`src/rtl/canny_pkg.sv`:
```
// Shared field layout, class/direction codes and datapath widths for the Canny
// gradient encoder.
package canny_pkg;

  localparam int DIR_MSB = 14;
  localparam int CLS_MSB = 12;
  localparam int MAG_MSB = 10;

  localparam int GRAD_W = 11;
  localparam int ABS_W  = 10;
  localparam int MAG_W  = 11;
  localparam int TH_W   = 11;

  localparam logic [1:0] CLS_BLANK  = 2'b00;
  localparam logic [1:0] CLS_SUPP   = 2'b01;
  localparam logic [1:0] CLS_WEAK   = 2'b10;
  localparam logic [1:0] CLS_STRONG = 2'b11;

  localparam logic [1:0] DIR_H   = 2'b00;
  localparam logic [1:0] DIR_45  = 2'b01;
  localparam logic [1:0] DIR_V   = 2'b10;
  localparam logic [1:0] DIR_135 = 2'b11;

  localparam int TAN22_NUM = 106;
  localparam int TAN_SHIFT = 8;

  typedef struct packed {
    logic [DIR_MSB:CLS_MSB+1] dir;
    logic [CLS_MSB:MAG_MSB+1] cls;
    logic [MAG_MSB:0]         mag;
  } canny_word_t;

endpackage

```
`src/rtl/canny_grad_encoder_dir_quant.sv`:
```
// Combinational gradient-direction quantiser: maps |Gx|, |Gy| and their signs
// onto one of four NMS comparison axes using tan(22.5) ~ 106/256.
module canny_dir_quant
  import canny_pkg::*;
(
  input  logic [ABS_W-1:0] ax,
  input  logic [ABS_W-1:0] ay,
  input  logic             sx,
  input  logic             sy,
  output logic [1:0]       dir
);

  logic [17:0] ax_sh, ay_sh, ax_tan, ay_tan;

  always_comb begin
    ax_sh  = 18'(ax) << TAN_SHIFT;
    ay_sh  = 18'(ay) << TAN_SHIFT;
    ax_tan = 18'(ax) * 18'(TAN22_NUM);
    ay_tan = 18'(ay) * 18'(TAN22_NUM);
    dir    = DIR_H;
    // A zero gradient lands in the first branch and reports horizontal.
    if (ay_sh <= ax_tan)
      dir = DIR_H;
    else if (ax_sh <= ay_tan)
      dir = DIR_V;
    else if (sx == sy)
      dir = DIR_135;
    else
      dir = DIR_45;
  end

endmodule

```
`src/rtl/canny_grad_encoder.sv`:
```
// Sobel gradient, L1 magnitude, direction and double-threshold class packed into
// one 15-bit word per pixel, 3-cycle latency. Optional macro CANNY_GRAD_STATS_EN
// adds a per-frame strong-pixel counter on o_strong_cnt.
module canny_grad_encoder
  import canny_pkg::*;
#(
  parameter int              PIX_W        = 8,
  parameter logic [TH_W-1:0] LOW_TH_RST   = 11'd100,
  parameter logic [TH_W-1:0] HIGH_TH_RST  = 11'd200,
  parameter logic            VSYNC_ACTIVE = 1'b0
) (
  input  logic             clk,
  input  logic             rst_n,
  input  logic             i_HSYNC,
  input  logic             i_VSYNC,
  input  logic             i_BLANK,
  input  logic [PIX_W-1:0] i_matrix11,
  input  logic [PIX_W-1:0] i_matrix12,
  input  logic [PIX_W-1:0] i_matrix13,
  input  logic [PIX_W-1:0] i_matrix21,
  input  logic [PIX_W-1:0] i_matrix22,
  input  logic [PIX_W-1:0] i_matrix23,
  input  logic [PIX_W-1:0] i_matrix31,
  input  logic [PIX_W-1:0] i_matrix32,
  input  logic [PIX_W-1:0] i_matrix33,
  input  logic [TH_W-1:0]  i_low_th,
  input  logic [TH_W-1:0]  i_high_th,
  output logic             o_HSYNC,
  output logic             o_VSYNC,
  output logic             o_BLANK,
  output logic [14:0]      o_canny
`ifdef CANNY_GRAD_STATS_EN
  ,
  output logic [19:0]      o_strong_cnt
`endif
);

  function automatic logic signed [GRAD_W-1:0] pix_ext(input logic [PIX_W-1:0] p);
    return $signed(GRAD_W'(p));
  endfunction

  function automatic logic [ABS_W-1:0] grad_abs(input logic signed [GRAD_W-1:0] g);
    return g[GRAD_W-1] ? ABS_W'(-g) : ABS_W'(g);
  endfunction

  logic signed [GRAD_W-1:0] gx_c, gy_c, gx_p0, gy_p0;
  logic                     hsync_p0, vsync_p0, blank_p0;
  logic [ABS_W-1:0]         ax_c, ay_c, ax_p1, ay_p1;
  logic [MAG_W-1:0]         mag_c, mag_p1;
  logic                     sx_p1, sy_p1;
  logic                     hsync_p1, vsync_p1, blank_p1;
  logic [1:0]               dir_c, cls_c;
  canny_word_t              word_c;
  logic [TH_W-1:0]          low_th_sh, high_th_sh;
  logic                     vsync_q, vs_edge;
  logic                     unused_center;

  // The Sobel kernels do not weight the centre pixel.
  assign unused_center = ^i_matrix22;

  assign gx_c = (pix_ext(i_matrix13) + (pix_ext(i_matrix23) <<< 1) + pix_ext(i_matrix33))
              - (pix_ext(i_matrix11) + (pix_ext(i_matrix21) <<< 1) + pix_ext(i_matrix31));
  assign gy_c = (pix_ext(i_matrix31) + (pix_ext(i_matrix32) <<< 1) + pix_ext(i_matrix33))
              - (pix_ext(i_matrix11) + (pix_ext(i_matrix12) <<< 1) + pix_ext(i_matrix13));

  // Stage 1: Sobel gradients
  always_ff @(posedge clk or negedge rst_n) begin
    if (!rst_n) begin
      gx_p0    <= '0;
      gy_p0    <= '0;
      hsync_p0 <= 1'b0;
      vsync_p0 <= 1'b0;
      blank_p0 <= 1'b0;
    end else begin
      gx_p0    <= gx_c;
      gy_p0    <= gy_c;
      hsync_p0 <= i_HSYNC;
      vsync_p0 <= i_VSYNC;
      blank_p0 <= i_BLANK;
    end
  end

  assign ax_c  = grad_abs(gx_p0);
  assign ay_c  = grad_abs(gy_p0);
  assign mag_c = MAG_W'(ax_c) + MAG_W'(ay_c);

  // Stage 2: absolute values, signs and L1 magnitude
  always_ff @(posedge clk or negedge rst_n) begin
    if (!rst_n) begin
      ax_p1    <= '0;
      ay_p1    <= '0;
      sx_p1    <= 1'b0;
      sy_p1    <= 1'b0;
      mag_p1   <= '0;
      hsync_p1 <= 1'b0;
      vsync_p1 <= 1'b0;
      blank_p1 <= 1'b0;
    end else begin
      ax_p1    <= ax_c;
      ay_p1    <= ay_c;
      sx_p1    <= gx_p0[GRAD_W-1];
      sy_p1    <= gy_p0[GRAD_W-1];
      mag_p1   <= mag_c;
      hsync_p1 <= hsync_p0;
      vsync_p1 <= vsync_p0;
      blank_p1 <= blank_p0;
    end
  end

  canny_dir_quant u_dir_quant (
    .ax  (ax_p1),
    .ay  (ay_p1),
    .sx  (sx_p1),
    .sy  (sy_p1),
    .dir (dir_c)
  );

  // With low above high the weak band is empty; thresholds are used unswapped.
  always_comb begin
    cls_c = CLS_SUPP;
    if (mag_p1 >= high_th_sh)
      cls_c = CLS_STRONG;
    else if (mag_p1 >= low_th_sh)
      cls_c = CLS_WEAK;
    word_c = '0;
    if (blank_p1) begin
      word_c.dir = dir_c;
      word_c.cls = cls_c;
      word_c.mag = mag_p1;
    end
  end

  // Stage 3: quantise, classify, pack
  always_ff @(posedge clk or negedge rst_n) begin
    if (!rst_n) begin
      o_canny <= '0;
      o_HSYNC <= 1'b0;
      o_VSYNC <= 1'b0;
      o_BLANK <= 1'b0;
    end else begin
      o_canny <= word_c;
      o_HSYNC <= hsync_p1;
      o_VSYNC <= vsync_p1;
      o_BLANK <= blank_p1;
    end
  end

  // Edge detector idles at the active level so a reset never fakes a frame start.
  assign vs_edge = (i_VSYNC == VSYNC_ACTIVE) && (vsync_q != VSYNC_ACTIVE);

  always_ff @(posedge clk or negedge rst_n) begin
    if (!rst_n) begin
      vsync_q    <= VSYNC_ACTIVE;
      low_th_sh  <= LOW_TH_RST;
      high_th_sh <= HIGH_TH_RST;
    end else begin
      vsync_q <= i_VSYNC;
      if (vs_edge) begin
        low_th_sh  <= i_low_th;
        high_th_sh <= i_high_th;
      end
    end
  end

`ifdef CANNY_GRAD_STATS_EN
  function automatic logic [19:0] sat_inc(input logic [19:0] v);
    return (&v) ? v : v + 20'd1;
  endfunction

  logic [19:0] strong_cnt;
  logic        strong_hit;

  assign strong_hit = blank_p1 && (cls_c == CLS_STRONG);

  // A strong pixel coinciding with the frame edge opens the new frame's count.
  always_ff @(posedge clk or negedge rst_n) begin
    if (!rst_n) begin
      strong_cnt   <= '0;
      o_strong_cnt <= '0;
    end else if (vs_edge) begin
      o_strong_cnt <= strong_cnt;
      strong_cnt   <= strong_hit ? 20'd1 : 20'd0;
    end else if (strong_hit) begin
      strong_cnt   <= sat_inc(strong_cnt);
    end
  end
`endif

endmodule

```
`config.mk`:
```
export PLATFORM = sky130hd
export DESIGN_NAME = canny_grad_encoder
export DESIGN_NICKNAME = d
export VERILOG_FILES = /design/src/rtl/canny_pkg.sv /design/src/rtl/canny_grad_encoder_dir_quant.sv /design/src/rtl/canny_grad_encoder.sv
export SDC_FILE = /design/constraint.sdc
export NUM_CORES = 1
export LEC_CHECK = 0
export BUFFER_PORTS_ARGS = -buffer_cell sky130_fd_sc_hd__buf_2
export CAP_MARGIN = 20
export CORE_ASPECT_RATIO = 0.8
export CORE_MARGIN = 1
export CORE_UTILIZATION = 40
export DETAILED_ROUTE_END_ITERATION = 12
export PLACE_DENSITY = 0.65
export SLEW_MARGIN = 0
export SYNTH_ARGS = -nofsm -noshare
export SYNTH_HDL_FRONTEND = slang
export SYNTH_SLANG_ARGS = --single-unit
```
`constraint.sdc`:
```
create_clock -name clk -period 3.9 [get_ports clk]
set_input_delay 0.78 -clock clk [delete_from_list [all_inputs] [get_ports clk]]
set_output_delay 0.78 -clock clk [all_outputs]
set_load 0.02 [all_outputs]
```
==> results of run 1 <==
cells in the mapped netlist, drive strengths merged (13+ instances only):
cell type / n
fa: 89
xnor2: 42
a21o: 13
nor2: 33
o21ai: 48
ha: 156
nand2: 47
inv: 157
nor2b: 16
xor2: 17
a21oi: 42
dfrtp: 95
cell families (layout without fill, tap and decap cells):
family                   count (synthesis)  in the layout
multiplexers                             2              2
adder cells (fa/ha/maj)                245            245
AND/OR/NAND/NOR                        160            160
buffers and inverters                  165            361
XOR/XNOR                                59             59
flip-flops                             101            101
AO/OA/AOI/OAI                          149            149
area by class of cell:
class / count / area (sq um)
Fill cell: 2056 / 11000
Multi-Input combinational cell: 615 / 6460
Sequential cell: 101 / 2550
Timing Repair Buffer: 188 / 1150
Inverter: 157 / 589
Tap cell: 306 / 383
Clock buffer: 11 / 243
Clock inverter: 5 / 88.8
worst paths after layout:
check	slack (ps)	cells past startpoint	to	from
max in group asynchronous	2460	2	high_th_sh[6]	rst_n
worst min register to register	350	0	blank_p1	blank_p0
worst max-delay path	-390	17	o_canny[13]	ay_p1[5]
worst min-delay path	350	0	blank_p1	blank_p0
min in group asynchronous	580	1	vsync_p1	rst_n
worst max register to register	-390	17	o_canny[13]	ay_p1[5]
state kept, by name, indices dropped and copies added (netlist names):
register and count:
gy_p0 11, o_BLANK 1, ay_p1 10, o_HSYNC 1, low_th_sh 11, o_canny 15, vsync_p1 1, gx_p0 11
hsync_p1 1, high_th_sh 11, mag_p1 11, sy_p1 1, sx_p1 1, vsync_q 1, ax_p1 10, blank_p0 1
o_VSYNC 1, blank_p1 1, hsync_p0 1
per-stage QoR:
step	cell area, sq um	setup TNS [ps]	worst slack [ps]	hold WS (ps)	cells
after floorplan	9320	-271	-165	331	881
after global placement	10700	-900	-471	332	1351
after detailed placement	10700	-1050	-519	336	1351
after CTS	11400	-724	-363	352	1379
after global routing	11500	-1180	-595	357	1383
final	11500	-772	-392	350	1383
timing repair:
action | in CTS | in global routing
resized for setup | 44 | 16
pin swaps | 44 | 12
hold buffers | 0 | 0
setup endpoints to repair | 2 | 2
buffers inserted | 12 | 4
worst max-delay path, stage by stage, from the launching register on:
cell	delay, ps
dfrtp_2	490
ha_4	260
fa_1	470
inv_1	50
fa_1	500
inv_2	50
ha_4	170
buf_6	110
o31a_1	280
a311o_1	370
a21oi_2	160
xnor2_1	90
ha_1	310
buf_4	140
nand3_2	90
nor3_2	60
a311o_1	380
and3_1	190
layer usage:
metal	vias up	part of all wire (%)	global-route usage, %
met5	-	0	0
met1	3116	48	24.2
met2	85	48	28.6
li1	3297	-	-
met4	0	1.1	3.72
met3	16	2.6	2.44
==> impl_metrics.tcl, run 1 <==
set metrics [dict create \
    status "finished with violations" \
    violations "setup timing" \
    yosys-mux-area-fraction_pct 0.245 \
    fmax_mhz 233 \
    vias 6514 \
    die_h_um 138 \
    cts_buffer_depth 2 \
    critPathCaptureType "flop" \
    worstPathRequired_ps 4150 \
    setup-violations-final 2 \
    synth_nets 1225 \
    mostFrequentLayoutCell "inv_1" \
    cp_max_fo 5 \
    maxSlewHeadroom_pct 34.8 \
    layout-drive-gt1-share_pct 27.2 \
    finalHoldViolCount 0 \
    grt_start_max_net_pins 77 \
    grt_use_total_pct 17.3 \
    antenna_cells 0 \
    syn_avg_cell_area_sq_um 10.4 \
    worst_slew_pin_slew_ps 978 \
    synth_fa_ha_area_share_pct 40.6 \
    path_clk_slew_ps 70 \
    synth_edf_count 0 \
    initialDrtViolationCount 247 \
    wl_per_cell_um 13.7 \
    dpl.hpwl_mm 15.7 \
    syn-instance-count 881 \
    drv_slew 0 \
    critPathArrivalTime_ps 4540 \
    path_class "reg -> reg" \
    yosysTopAreaCell "dfrtp_1" \
    cts_root_buffer "clkbuf_16" \
    ys.flop_type "dfrtp_1" \
    die-area_sq_mm 0.0236 \
    skew_ps 6.94 \
    place_congestion 0.811 \
    start_util_pct 40.9 \
    yosys.area_share.simple_pct 8.74 \
    drt_pre_antenna_iters 4 \
    ys_ff_latch 101 \
    yosysWarnings 0 \
    grt_pass1_wl_mm 32.1 \
    antenna_found_initial 0 \
    final_core_util_pct 50.9 \
    synthTopCellsByArea "dfrtp_1, ha_1, fa_1, inv_1, xnor2_1" \
    async_reset_ff_share_pct 100 \
    synth_xor_xnor_area_share_pct 5.62 \
    cts_tree "done" \
    final_cell_mix "inv_1, ha_1, buf_2" \
    cts_buffers 9 \
    syn_to_final_growth_pct 24.6 \
    fp.dieW_um 172 \
    worst_slack_ps -392 \
    io_buffers 108 \
    routed_wl_mm 18.9 \
    antenna_left 0 \
    rows 49 \
    nets 1416 \
    drv_cap 0 \
    insertion_delay_ps 360 \
    crit_path_start_kind "flop" \
    yosysSeqAreaShare_pct 27.6 \
    overflow 0 \
    finalCritPeriodShare_pct 110 \
    yosysUniqueCellTypes 52 \
    via_per_inst 4.71 \
    hp-class "reg -> reg" \
    core_area_sq_mm 0.0225 \
    period_needed_ps 4290 \
    rsz0062_at_grt "true" \
    ioPinCount 117 \
    grt_pass1_vias 6740 \
    synth_compound_area_share_pct 10.5 \
    cts_sinks 101 \
    drcViolationCount 0 \
    synth_area_sq_mm 0.00920 \
    synth_top_family_by_area "adder cells" \
    htreeDepth 3 \
    yosys.area.top_type_share_pct 25.8 \
]
Power of run 1 is left out: the tool's default activity adds up to more than one toggle a clock period on the data nets, which glitch-free logic cannot reach.
==> run 2: changes to the inputs <==
--- a/config.mk
+++ b/config.mk
@@ -5,13 +5,13 @@
 export SDC_FILE = /design/constraint.sdc
 export NUM_CORES = 1
 export LEC_CHECK = 0
-export BUFFER_PORTS_ARGS = -buffer_cell sky130_fd_sc_hd__buf_2
 export CAP_MARGIN = 20
 export CORE_ASPECT_RATIO = 0.8
 export CORE_MARGIN = 1
 export CORE_UTILIZATION = 40
 export DETAILED_ROUTE_END_ITERATION = 12
-export PLACE_DENSITY = 0.65
+export DONT_BUFFER_PORTS = 1
+export PLACE_DENSITY = 0.6
 export SLEW_MARGIN = 0
 export SYNTH_ARGS = -nofsm -noshare
 export SYNTH_HDL_FRONTEND = slang
==> run 2 against run 1 <==
Effect of this change:
- the flow still finishes with violations (setup timing)
- critical path depth shrank 3
- global-route usage shrank 0.32 points
- fmax shrank 1.7%
- largest cell class unchanged
==> impl_metrics.tcl, run 2 (synthesis results as in run 1) <==
set metrics [dict create \
    status "finished with violations" \
    violations "setup timing" \
    timing.reg2reg.setup_slack_ps -460 \
    via_per_inst 4.87 \
    reg2reg_depth 14 \
    antenna_found_initial 0 \
    insertion_delay_ps 360 \
    cts_root_buffer "clkbuf_16" \
    reg2reg_to "o_canny[13]" \
    wl_per_cell_um 14.8 \
    grt_start_max_net_pins 102 \
    finalHoldViolCount 0 \
    initialDrtViolationCount 233 \
    place_congestion 0.799 \
    worstPathRequired_ps 4160 \
    final_core_util_pct 47.7 \
    fp.dieW_um 172 \
    maxSlewHeadroom_pct 35.8 \
    grt_pass1_vias 6301 \
    final_cell_mix "inv_1, ha_1, fa_1" \
    ioPinCount 117 \
    antenna_cells 0 \
    regMostFlops "o_canny" \
    largest_reg_flops 15 \
    drv_cap 0 \
    nets 1295 \
    cts_buffer_depth 2 \
    critPathArrivalTime_ps 4620 \
    path_class "reg -> reg" \
    vias 6151 \
    layout-drive-gt1-share_pct 17.3 \
    die-area_sq_mm 0.0236 \
    skew_ps 15.0 \
    mostFrequentLayoutCell "inv_1" \
    critPathCaptureType "flop" \
    routed_wl_mm 18.7 \
    crit_start "ay_p1[5]" \
    cts_tree "done" \
    rows 49 \
    rsz0062_at_grt "true" \
    drv_slew 0 \
    syn_to_final_growth_pct 16.7 \
    cp_max_fo 5 \
    worst_slew_pin_slew_ps 958 \
    fin_tns_setup_ps -813 \
    r2r_start "ay_p1[5]" \
    endpoint "o_canny[13]" \
    crit_path_start_kind "flop" \
    start_util_pct 40.9 \
    overflow 0 \
    antenna_left 0 \
    cts_sinks 101 \
    hp-class "in -> async" \
    grt_use_total_pct 17.0 \
    htreeDepth 3 \
    finish.instance_area_sq_mm 0.0107 \
    fmax_mhz 229 \
    worst_slack_ps -464 \
    path_clk_slew_ps 80 \
    postPlaceCellArea_sq_mm 0.0101 \
    die_h_um 138 \
    cts_buffers 9 \
    finalCritPeriodShare_pct 112 \
    core_area_sq_mm 0.0225 \
    period_needed_ps 4360 \
    dpl.hpwl_mm 15.5 \
    io_buffers 0 \
    setup-violations-final 2 \
    cts_hold_buffers 0 \
    drt_pre_antenna_iters 4 \
    drcViolationCount 0 \
    grt_pass1_wl_mm 31.0 \
]
## run 2: final cells by class
| type | instances | area (sq um) |
|---|---|---|
| Timing Repair Buffer | 67 | 514 |
| Fill cell | 2111 | 11800 |
| Sequential cell | 101 | 2550 |
| Clock buffer | 11 | 253 |
| Multi-Input combinational cell | 615 | 6400 |
| Inverter | 157 | 589 |
| Tap cell | 306 | 383 |
| Clock inverter | 5 | 40.0 |
## run 2: worst max-delay path, stage by stage, from the launching register on
cell	delay (ps)
dfrtp_2	500
ha_1	330
ha_1	310
fa_1	450
buf_4	140
ha_1	320
a21oi_4	210
o2111ai_4	160
a311o_1	400
a21oi_2	150
xnor2_1	90
ha_1	310
a211o_1	330
a311o_1	360
and3_1	190
## run 2: worst min-delay path by stage
stage,from,cells after the start,end,slack [ps]
after floorplan,blank_p0,0,blank_p1,330
after global placement,vsync_p1,0,o_VSYNC,330
after detailed placement,hsync_p0,0,hsync_p1,340
after CTS,rst_n,0,o_canny[13],90
after global routing,rst_n,0,o_canny[13],90
final,rst_n,0,o_canny[13],100
## run 2: what timing repair did
| item | 4_1_cts | 5_1_grt |
|---|---|---|
| setup buffers | 4 | 7 |
| setup endpoints to repair | 2 | 2 |
| cloned | 0 | 0 |
| pin swaps | 10 | 37 |
| gates resized for setup | 16 | 40 |
## run 2: stage by stage
stage                     hold WS, ps  cells  worst slack [ps]
after global placement            334   1235              -499
after detailed placement          336   1235              -546
after CTS                        92.0   1255              -395
after floorplan                   331    881              -165
after global routing             87.8   1262              -600
final                             103   1262              -464
## run 2: per-layer routing
layer | routed length (um) | track usage, %
met3 | 510 | 2.44
met4 | 161 | 3.37
met2 | 8890 | 28.2
met5 | 0 | 0
met1 | 9160 | 23.7
Power of run 2 is left out for the same reason.
==> run 3: changes to the inputs <==
--- a/config.mk
+++ b/config.mk
@@ -8,10 +8,11 @@
 export CAP_MARGIN = 20
 export CORE_ASPECT_RATIO = 0.8
 export CORE_MARGIN = 1
-export CORE_UTILIZATION = 40
+export CORE_UTILIZATION = 50
 export DETAILED_ROUTE_END_ITERATION = 12
 export DONT_BUFFER_PORTS = 1
-export PLACE_DENSITY = 0.6
+export GPL_TIMING_DRIVEN = 0
+export PLACE_DENSITY = 0.72
 export SLEW_MARGIN = 0
 export SYNTH_ARGS = -nofsm -noshare
 export SYNTH_HDL_FRONTEND = slang
==> run 3 against run 2 <==
Effect of this change:
- the flow still finishes with violations (setup timing)
- count of clock-buffer cells in the layout shrank 1
- die area shrank 20%
- final area shrank 2.6%
- clock skew shrank 7.1 ps
- routed wire length shrank 2.6%
- utilization grew 12 points
==> impl_metrics.tcl, run 3 (synthesis results as in run 1) <==
set metrics [dict create \
    crit_slowest_cell "fa_1" \
    met2_usage_pct 33.6 \
    drv_slew 0 \
    cts_hold_buffers 0 \
    path_class "reg -> reg" \
    routed_wl_mm 18.2 \
    io_buffers 0 \
    cts_buffer_depth 2 \
    busiest_layer "met2" \
    cts_root_buffer "clkbuf_16" \
    status "finished with violations" \
    setup-violations-final 2 \
    vias 6072 \
    place_congestion 0.830 \
    critPathCaptureType "flop" \
    final_cell_mix "inv_1, ha_1, fa_1" \
    rows 43 \
    crit_path_start_kind "flop" \
    cts_tree "done" \
    grt_pass1_wl_mm 30.1 \
    grt.met3_usage_pct 2.91 \
    finalCritPeriodShare_pct 111 \
    grt_use_total_pct 20.2 \
    antenna_cells 0 \
    cts_buffers 9 \
    grt_use_met1_pct 28.6 \
    initialDrtViolationCount 330 \
    ioPinCount 117 \
    rsz0062_at_grt "true" \
    worst_slack_ps -443 \
    antenna_found_initial 0 \
    path_cells "ha_4 -> inv_2 -> fa_1 -> fa_1 -> inv_2 -> ha_4 -> nor2b_4 -> o31a_1 -> o21ai_2 -> a21oi_2 -> xnor2_1 -> ha_1 -> a21o_1 -> a211o_1 -> a311o_1 -> and3_1" \
    syn_to_final_growth_pct 13.7 \
    layout-drive-gt1-share_pct 14.6 \
    path_clk_slew_ps 70 \
    fin_hold_ws_ps 127 \
    violations "setup timing" \
    drv_cap 0 \
    drt_pre_antenna_iters 4 \
    worst_slew_pin_slew_ps 699 \
    overflow 0 \
    die_h_um 123 \
    fp.dieW_um 154 \
    htreeDepth 3 \
    antenna_left 0 \
    start_util_pct 52.1 \
    core_area_sq_mm 0.0176 \
    maxSlewHeadroom_pct 52.9 \
    largest_reg_flops 15 \
    critical_path.max_stage_delay_ps 530 \
    skew_ps 7.87 \
    die-area_sq_mm 0.0190 \
    via_per_inst 5.26 \
    dpl.hpwl_mm 14.5 \
    fmax_mhz 230 \
    grt_start_max_net_pins 102 \
    cts_sinks 101 \
    grt_pass1_vias 6388 \
    cp_num_buf_inv 2 \
    insertion_delay_ps 340 \
    regMostFlops "o_canny" \
    period_needed_ps 4340 \
    cp_max_fo 4 \
    hp-class "in -> async" \
    drcViolationCount 0 \
    finalHoldViolCount 0 \
    critPathArrivalTime_ps 4570 \
    mostFrequentLayoutCell "inv_1" \
    path_delay_family "adder cells" \
    nets 1269 \
    wl_per_cell_um 15.8 \
    worstPathRequired_ps 4130 \
]
## run 3: what timing repair did
item                                    4_1_cts  5_1_grt
gates resized for setup                      58        5
endpoints found under the setup margin        2        2
setup buffers                                33        0
pin swaps                                    46        1
hold endpoints to repair                      0        0
## run 3: cell type report
type,instances,area [sq um]
plain buffers,8,30.0
clock buffers,10,229
clock inverters,6,86.3
fillers,1471,7190
inverters,157,589
multi-input cells,615,6430
flip-flops and latches,101,2560
well taps,225,282
repair buffers,33,255
## run 3: path summary, 6_finish.rpt
kind / startpoint / endpoint / slack [ps] / cells past startpoint
min reg2reg: vsync_p1 / o_VSYNC / 350 / 0
min: rst_n / low_th_sh[0] / 130 / 0
max in group asynchronous: rst_n / high_th_sh[3] / 3550 / 0
max reg2reg: ay_p1[4] / o_canny[13] / -440 / 16
min in group clk: vsync_p1 / o_VSYNC / 350 / 0
max: ay_p1[4] / o_canny[13] / -440 / 16
## run 3: layer usage
layer | wire (um) | up-vias
met5 | 0 | -
met4 | 129 | 0
met3 | 666 | 10
met2 | 8490 | 125
met1 | 8940 | 2934
li1 | - | 3003
## run 3: per-stage QoR
stage / utilization (%) / setup TNS, ps / worst slack [ps] / instance area [sq um] / instances
floorplan: - / -271 / -165 / 9320 / 881
global placement: 54.4 / -1030 / -526 / 9600 / 1106
detailed placement: 54.4 / -1130 / -588 / 9600 / 1106
CTS: 59.1 / -730 / -395 / 10400 / 1155
global route: 59.3 / -1180 / -595 / 10500 / 1155
finish: 59.3 / -818 / -443 / 10500 / 1155
Power of run 3 is left out for the same reason.
